## config.mk

```make
export PLATFORM = sky130hd
export DESIGN_NAME = p_reg3_dma
export DESIGN_NICKNAME = d
export VERILOG_FILES = /design/src/rtl/p_reg3_dma.sv
export SDC_FILE = /design/constraint.sdc
export NUM_CORES = 1
export LEC_CHECK = 0
export CAP_MARGIN = 0
export CORE_UTILIZATION = 54
export CTS_CLUSTER_DIAMETER = 80
export DETAILED_ROUTE_END_ITERATION = 8
export PLACE_DENSITY = 0.83
export SLEW_MARGIN = 20
export SYNTH_ARGS = -nofsm -noshare
export SYNTH_HDL_FRONTEND = slang
export SYNTH_SLANG_ARGS = --single-unit
```

## constraint.sdc

```tcl
create_clock -name p_phi2 -period 5.9 [get_ports p_phi2]
set_input_delay 1.18 -clock p_phi2 [delete_from_list [all_inputs] [get_ports p_phi2]]
set_output_delay 1.18 -clock p_phi2 [all_outputs]
set_load 0.01 [all_outputs]
```

## src/rtl/p_reg3_dma.sv

```systemverilog
// rtl/p_reg3_dma.sv - parasite memory to register-3 FIFO block-transfer engine
module p_reg3_dma #(
  parameter int ADDR_WIDTH = 16,
  parameter int LEN_WIDTH  = 16
) (
  input  logic                  p_phi2,
  input  logic                  h_rst_b,
  input  logic                  start,
  input  logic                  abort,
  input  logic [ADDR_WIDTH-1:0] src_addr,
  input  logic [LEN_WIDTH-1:0]  length,
  input  logic                  one_byte_mode,
  output logic                  mem_req,
  output logic [ADDR_WIDTH-1:0] mem_addr,
  input  logic                  mem_ack,
  input  logic [7:0]            mem_rdata,
  input  logic                  p_full,
  input  logic                  p_empty,
  output logic [7:0]            p_data,
  output logic                  p_selectData,
  output logic                  p_rdnw,
  output logic                  busy,
  output logic                  done,
  output logic                  aborted,
  output logic [LEN_WIDTH-1:0]  remaining
);

  typedef enum logic [1:0] {
    S_IDLE,
    S_FETCH,
    S_WAIT_SPACE,
    S_WRITE
  } state_t;

  state_t state_q;
  state_t state_d;

  logic                 mode_one;   // latched register-3 mode
  logic                 pad_en;     // transfer ends with a 0x00 pad byte
  logic                 phase;      // 0 = first byte of a pair, 1 = second
  logic                 pad_now;
  logic                 next_pad;
  logic                 space_ok;
  logic                 len_odd2;
  logic [LEN_WIDTH:0]   length_up;
  logic [LEN_WIDTH-1:0] length_eff;
  logic                 pad_start;

  // Round odd two-byte lengths up to a whole pair. An all-ones odd length
  // cannot be rounded up, so it is rounded down instead and gets no pad.
  always_comb begin
    len_odd2   = !one_byte_mode && length[0];
    length_up  = {1'b0, length} + (LEN_WIDTH+1)'(1);
    length_eff = length;
    pad_start  = 1'b0;
    if (len_odd2) begin
      if (length_up[LEN_WIDTH]) begin
        length_eff = length - LEN_WIDTH'(1);
      end else begin
        length_eff = length_up[LEN_WIDTH-1:0];
        pad_start  = 1'b1;
      end
    end
  end

  // Pad detection and FIFO space condition for the current byte.
  always_comb begin
    pad_now  = pad_en && (remaining == LEN_WIDTH'(1));
    next_pad = (state_q == S_WRITE) && pad_en && (remaining == LEN_WIDTH'(2));
    if (mode_one) begin
      space_ok = !p_full;
    end else if (phase) begin
      space_ok = 1'b1;
    end else begin
      space_ok = p_empty;
    end
  end

  // State register.
  always_ff @(posedge p_phi2 or negedge h_rst_b) begin
    if (!h_rst_b) begin
      state_q <= S_IDLE;
    end else begin
      state_q <= state_d;
    end
  end

  // Next-state logic; abort while busy overrides every other transition.
  always_comb begin
    state_d = state_q;
    case (state_q)
      S_IDLE: begin
        if (start && (length_eff != '0)) begin
          state_d = S_FETCH;
        end
      end
      S_FETCH: begin
        if (abort) begin
          state_d = S_IDLE;
        end else if (pad_now || (mem_req && mem_ack)) begin
          state_d = S_WAIT_SPACE;
        end
      end
      S_WAIT_SPACE: begin
        if (abort) begin
          state_d = S_IDLE;
        end else if (space_ok) begin
          state_d = S_WRITE;
        end
      end
      S_WRITE: begin
        if (abort) begin
          state_d = S_IDLE;
        end else if (remaining == LEN_WIDTH'(1)) begin
          state_d = S_IDLE;
        end else begin
          state_d = S_FETCH;
        end
      end
      default: state_d = S_IDLE;
    endcase
  end

  // Registered outputs and transfer bookkeeping.
  always_ff @(posedge p_phi2 or negedge h_rst_b) begin
    if (!h_rst_b) begin
      mem_req      <= 1'b0;
      mem_addr     <= '0;
      p_data       <= 8'h00;
      p_selectData <= 1'b0;
      p_rdnw       <= 1'b1;
      busy         <= 1'b0;
      done         <= 1'b0;
      aborted      <= 1'b0;
      remaining    <= '0;
      mode_one     <= 1'b1;
      pad_en       <= 1'b0;
      phase        <= 1'b0;
    end else begin
      // Request and strobe follow the next state so both are registered.
      mem_req      <= (state_d == S_FETCH) && !next_pad;
      p_selectData <= (state_d == S_WRITE);
      p_rdnw       <= (state_d != S_WRITE);
      case (state_q)
        S_IDLE: begin
          if (start) begin
            mem_addr  <= src_addr;
            mode_one  <= one_byte_mode;
            pad_en    <= pad_start;
            remaining <= length_eff;
            phase     <= 1'b0;
            aborted   <= 1'b0;
            busy      <= (length_eff != '0);
            done      <= (length_eff == '0);
          end
        end
        default: begin
          if (abort) begin
            busy    <= 1'b0;
            aborted <= 1'b1;
          end else begin
            case (state_q)
              S_FETCH: begin
                if (pad_now) begin
                  p_data <= 8'h00;
                end else if (mem_req && mem_ack) begin
                  p_data   <= mem_rdata;
                  mem_addr <= mem_addr + ADDR_WIDTH'(1);
                end
              end
              S_WRITE: begin
                remaining <= remaining - LEN_WIDTH'(1);
                phase     <= ~phase;
                if (remaining == LEN_WIDTH'(1)) begin
                  busy <= 1'b0;
                  done <= 1'b1;
                end
              end
              default: ;
            endcase
          end
        end
      endcase
    end
  end

endmodule
```

==> reports/metrics.yaml, run 1 <==
drt:
  detail_route.vias_per_cell: 6.29
  detail_route.drc_violations: 16
  vias_after_detailed_routing: 3828
  wl_per_cell_um: 17.2
  route.antenna.remaining_nets: 0
  routed_wirelength_um: 10500
  detail_route.first_pass.iterations: 7
  initial_detailed_routing_violation_count: 341
synth:
  yosysTopAreaCellShare_pct: 33.6
  syn_avg_cell_area_sq_um: 8.18
  synthArstFlopShare_pct: 100
  seq_area_frac_synth_pct: 35.1
  synth_cell_type_count: 62
  synth.area.top_cells: "dfrtp_1, o21ai_0, a21oi_1"
  synth_compound_area_share_pct: 23.6
  synth_fa_ha_area_share_pct: 3.77
  simple_gate_share_of_the_synthesized_area_pct: 26.9
  postSynthNetCount: 505
  netlist.top_cell.by_area: "dfrtp_1"
  predominant_post_synthesis_flop_cell: "dfrtp_1"
  mappedNetlistArea_sq_mm: 0.00365
  ys_ff_latch: 51
  synth_xor_xnor_area_share_pct: 2.88
  synth_top_family_by_area: "simple AND/OR/NAND/NOR gates"
  synth.yosys.warnings: 0
  netlist_instances: 446
  synth.area.mux_share_pct: 2.88
  synth_edf_count: 0
die:
  floorplan.die_area_sq_mm: 0.00709
  initial_core_util_pct: 56.8
  top_level_ports: 94
  floorplan.rows: 29
  width_of_the_die_um: 84.2
  floorplan.die.height_um: 84.2
  core_area_sq_mm: 0.00642
place:
  port_buffers: 93
  post_dp_hpwl_um: 7830
  gp_congestion: 0.899
critical_path:
  crit_fanout: 8
  cp.required_ns: 6.13
  critPathKind: "primary input to flop"
  critPathArrivalTime_ns: 4.43
  start_kind: "primary input"
  cp-end-kind: "flop"
clock_tree:
  cts_max_path_buffers: 2
  tritoncts.num_buffers: 5
  tritoncts_num_sinks: 51
  cts_tree: "done"
  worstSkewPairLatency_ns: 0.31
  clock_tree.root_cell: "clkbuf_8"
  cts.clk_slew.worst_paths_ns: 0.10
  post-cts-setup-buffers: 0
  h-tree-depth: 2
  post_cts.resized_instances: 0
  cts_hold_buffers: 0
sta:
  worst-slew-pin-transition_ns: 0.927
  report.final.setup_viol: 0
  final-max-slew-violation-count: 0
  max-slew-margin-rel_pct: 38.2
  setup_tns_ns: 0
  min_period_over_period_pct: 71.2
  max_freq_ghz: 0.238
  skew_final_ns: 0.00754
  hold_viol_final: 0
  timing.final.crit_period_ns: 4.20
  unrepaired_setup_endpoints_after_global_routing: "false"
  hold_slack_ns: 0.479
final_layout:
  nets: 590
  drive_above_1_share_pct: 6.77
  antenna_cells_inserted: 0
  area_growth_pct: 29.4
power:
  worst_ir_drop_vdd_mv: 0.265
  power_density_mw_per_mm2: 437
  static-leakage-power_nw: 1.85
  fin_total_pwr_w: 0.00206
grt:
  number_of_antenna_violations_at_the_first_check_in_global_routing: 0
  first_global_vias: 3516
  wire_length_of_the_first_global_routing_pass_um: 17100
  met2_usage_pct: 49.6
  grt_overflow: 0
  use_met3_pct: 4.92
  met1_usage_pct: 41.2
  grt_max_degree: 52
  global_route_hottest_layer: "met2"
  all_layer_global_routing_usage_pct: 29.9
outcome:
  failed_checks: "DRC"
  outcome: "finished with violations"
run:
  drv.max_cap_violation_count: 0
hold_path:
  timing.hold.worst.class: "flop to flop"
-- power by group --
part / switching [W] / leakage (nW) / internal [W] / total, W
Sequential: 0.000200 / 0.606 / 0.000511 / 0.000710
Combinational: 0.000573 / 1.19 / 0.000535 / 0.00111
Clock: 0.000120 / 0.0581 / 0.000126 / 0.000247
Total: 0.000892 / 1.85 / 0.00117 / 0.00206
-- state kept, by name (all words and copies together) (netlist names), 2 cells and up --
| register | flops |
|---|---|
| mem_addr | 16 |
| remaining | 16 |
| p_data | 8 |
| state_q | 2 |
-- final timing paths --
kind                                          start                  endpoint  slack (ns)  depth (start not counted)
max reg2reg                remaining[2]$_DFFE_PN0P_     p_data[7]$_DFFE_PN0P_        2.84                          5
max                                       length[0]          p_rdnw$_DFF_PN1_        1.70                          8
max in group asynchronous                   h_rst_b  remaining[1]$_DFFE_PN0P_        4.49                          2
min reg2reg                    mode_one$_DFFE_PN1P_      mode_one$_DFFE_PN1P_        0.48                          2
min in group asynchronous                   h_rst_b  mem_addr[12]$_DFFE_PN0P_        0.97                          2
min                            mode_one$_DFFE_PN1P_      mode_one$_DFFE_PN1P_        0.48                          2
-- synth_stat cells, types with 3 or more instances --
master    number
dfrtp_1       49
o21ai_0       45
nor2_1        39
a21oi_1       36
nand2_1       33
nand3_1       26
nor3_1        25
inv_1         21
clkbuf_1      12
ha_1          11
o22ai_1       11
a22oi_1       10
or3_1          8
nand4_1        7
xor2_1         7
a31oi_1        6
and3_1         6
mux2i_1        6
nor4_1         5
xnor2_1        5
a221o_1        4
buf_2          4
mux2_2         4
nor2b_1        4
or2_2          4
a211oi_1       3
a221oi_1       3
and2_1         3
nand2b_1       3
nor3b_1        3
o21a_1         3
-- area by class of cell --
type	count	area, sq um
Clock inverter	3	43.8
Tap cell	77	96.3
Sequential cell	51	1280
Multi-Input combinational cell	354	2190
Timing Repair Buffer	98	963
Clock buffer	5	68.8
Inverter	21	78.8
Fill cell	532	1700
-- layer usage --
layer / share of wire [%] / vias up
met1: 44 / 1808
met4: 1.6 / 0
met3: 6.8 / 19
met2: 48 / 181
li1: - / 1820
met5: 0 / -
-- critical path: stages --
cell and delay, ns:
clkdlybuf4s50_1 0.58, nor2b_1 0.59, nand3_1 0.17, nor3_1 0.18, mux2_2 0.37, or4_1 0.43, o41a_1 0.50, or3b_1 0.41
-- per-stage QoR --
| step | utilization, % | worst slack (ns) | std cells | area (sq um) |
|---|---|---|---|---|
| 6_report | 73.5 | 1.70 | 609 | 4720 |
| 5_1_grt | 73.5 | 1.56 | 609 | 4720 |
| 4_1_cts | 73.5 | 1.74 | 609 | 4720 |
| 3_5_place_dp | 71.8 | 1.41 | 601 | 4610 |
| 3_3_place_gp | 71.8 | 1.49 | 601 | 4610 |
| 2_1_floorplan | - | 2.33 | 446 | 3650 |
-- placed cells by master (no fill, tap or decap), types with 5 or more instances in the layout --
cell,count
nor4_1,5
a22oi_1,10
a31oi_1,6
inv_1,21
xnor2_1,5
xor2_1,7
ha_1,11
clkdlybuf4s50_1,92
o22ai_1,11
nand3_1,26
nand4_1,7
o21ai_0,45
clkbuf_8,5
dfrtp_1,49
or3_1,8
a21oi_1,36
mux2i_1,6
buf_4,5
nand2_1,33
nor3_1,25
and3_1,6
nor2_1,39
-- cell families after synthesis --
| family | after synthesis |
|---|---|
| and+or+nand+nor | 184 |
| muxes | 10 |
| AOI/OAI and AO/OA | 137 |
| adders and majority gates | 11 |
| buffers and inverters | 41 |
| xor gates and xnor gates | 12 |
| DFF | 51 |
Power figures use the tool's default switching activity.
==> run 2, diff against run 1 <==
- CORE_UTILIZATION: 54 -> 50
- PLACE_DENSITY: 0.83 -> 0.78
- clock period: 5.9 -> 4.37 ns (I/O delays scaled with it)
==> reports/metrics.yaml, run 2 (synthesis gave the netlist of run 1 again) <==
drt:
  initial_detailed_routing_violation_count: 242
  route.antenna.remaining_nets: 0
  wl_per_cell_um: 16.4
  detail_route.vias_per_cell: 5.90
  routed_wirelength_um: 10400
  vias_after_detailed_routing: 3747
  detail_route.first_pass.iterations: 4
  detail_route.drc_violations: 0
critical_path:
  cp.required_ns: 4.60
  cp_slowest_stage_delay_ns: 0.59
  worst_path_max_delay_cell: "clkdlybuf4s50_1"
  critPathArrivalTime_ns: 4.03
  start_kind: "primary input"
  critPathKind: "primary input to flop"
  cells_traversed_along_the_worst_timing_path: "clkdlybuf4s50_1 -> ha_1 -> nand3_2 -> or3_1 -> nand2_1 -> mux2_2 -> o32a_1 -> o41a_1 -> or3b_1"
  cp-end-kind: "flop"
  crit_fanout: 9
final_layout:
  footprint_of_the_multi_input_gates_sq_mm: 0.00219
  mostFrequentLayoutCells: "clkdlybuf4s50_1, dfrtp_1, o21ai_0, nor2_1, a21oi_1"
  layout.area.seq_sq_mm: 0.00128
  mostFrequentLayoutCell: "clkdlybuf4s50_1"
  fin_area_sq_mm: 0.00479
  nets: 597
  drive_above_1_share_pct: 7.98
  layout_top_registers: "mem_addr x16, remaining x16, p_data x8"
  fillers: 600
  area_growth_pct: 31.3
  antenna_cells_inserted: 0
die:
  floorplan.die.height_um: 87.4
  floorplan.die_area_sq_mm: 0.00764
  core_area_sq_mm: 0.00691
  top_level_ports: 94
  floorplan.rows: 30
  width_of_the_die_um: 87.4
  initial_core_util_pct: 52.8
sta:
  worst-slew-pin-transition_ns: 0.942
  hold_slack_ns: 0.501
  skew_final_ns: 0.00956
  min_period_over_period_pct: 86.9
  max_freq_ghz: 0.263
  timing.final.crit_period_ns: 3.80
  unrepaired_setup_endpoints_after_global_routing: "false"
  max-slew-margin-rel_pct: 37.2
  setup_tns_ns: 0
  hold_viol_final: 0
  final-max-slew-violation-count: 0
  report.final.setup_viol: 0
place:
  post_dp_hpwl_um: 7830
  dpl_cell_area_sq_mm: 0.00468
  port_buffers: 93
  gp_congestion: 0.910
clock_tree:
  tritoncts.num_buffers: 5
  post_cts.resized_instances: 0
  h-tree-depth: 2
  tritoncts_num_sinks: 51
  cts.clk_slew.worst_paths_ns: 0.09
  worstSkewPairLatency_ns: 0.31
  cts_tree: "done"
  cts_max_path_buffers: 2
  post-cts-setup-buffers: 0
  cts_hold_buffers: 0
  clock_tree.root_cell: "clkbuf_8"
grt:
  wire_length_of_the_first_global_routing_pass_um: 16200
  first_global_vias: 3342
  all_layer_global_routing_usage_pct: 27.5
  grt_overflow: 0
  grt_max_degree: 52
  number_of_antenna_violations_at_the_first_check_in_global_routing: 0
run:
  drv.max_cap_violation_count: 0
power:
  power_density_mw_per_mm2: 571
  static-leakage-power_nw: 1.88
  worst_ir_drop_vdd_mv: 0.336
outcome:
  outcome: "complete, no violations"
hold_path:
  timing.hold.worst.class: "flop to flop"
run 2: cell count changes in the layout (fill, tap and decap cells not counted):
| cell | before | now |
|---|---|---|
| clkinvlp_4 | 0 | 1 |
| clkinv_2 | 1 | 0 |
| bufinv_16 | 1 | 0 |
| buf_4 | 5 | 12 |
| clkinv_4 | 1 | 0 |
| clkbuf_8 | 5 | 7 |
run 2: power by group:
part,internal (W),leakage [nW],switching (W)
sequential,0.000690,0.606,0.000255
combinational,0.000727,1.22,0.000758
clock,0.000144,0.0505,0.000160
total,0.00156,1.88,0.00117
run 2: final cells by class:
type	instances	share of cell area, %
Timing Repair Buffer	105	21.2
Tap cell	96	2.51
Clock inverter	1	0.157
Clock buffer	7	2.01
Multi-Input combinational cell	354	45.8
Sequential cell	51	26.7
Inverter	21	1.65
run 2: through the flow:
stage | utilization, % | total power [W] | std cells | setup WS (ns)
after global routing | 69.3 | 0.00294 | 635 | 0.404
after floorplan | - | 0.00173 | 446 | 1.11
final | 69.3 | 0.00273 | 635 | 0.571
after global placement | 67.8 | 0.00239 | 627 | 0.305
after detailed placement | 67.8 | 0.00243 | 627 | 0.245
after CTS | 69.3 | 0.00274 | 635 | 0.571
run 2: routing by layer:
| layer | vias to the layer above | GRT usage [%] | part of all wire, % |
|---|---|---|---|
| li1 | 1828 | - | - |
| met1 | 1755 | 35.5 | 44 |
| met2 | 147 | 47.1 | 47 |
| met3 | 17 | 2.75 | 6.2 |
| met4 | 0 | 11.3 | 2.4 |
| met5 | - | 0 | 0 |
run 2: worst paths after layout:
check / slack [ns] / startpoint / depth (start not counted) / end
max: 0.57 / length[0] / 9 / p_rdnw$_DFF_PN1_
min: 0.50 / done$_DFFE_PN0P_ / 1 / done$_DFFE_PN0P_
max reg2reg: 1.16 / state_q[1]$_DFF_PN0_ / 9 / mem_addr[7]$_DFFE_PN0P_
min reg2reg: 0.50 / done$_DFFE_PN0P_ / 1 / done$_DFFE_PN0P_
max in group asynchronous: 3.26 / h_rst_b / 2 / remaining[0]$_DFFE_PN0P_
min in group asynchronous: 0.66 / h_rst_b / 2 / mem_addr[6]$_DFFE_PN0P_
run 2: critical path, delay by kind of cell:
kind | cells | cell delay (ns)
and+or+nand+nor | 4 | 1.29
AOI/OAI and AO/OA | 2 | 0.65
adders and majority gates | 1 | 0.27
buffers and inverters | 1 | 0.59
muxes | 1 | 0.33
==> run 3, diff against run 2 <==
- TNS_END_PERCENT: not set -> 100
==> results of run 3 <==
Final layout, timing and power as in run 2 (identical DEF).
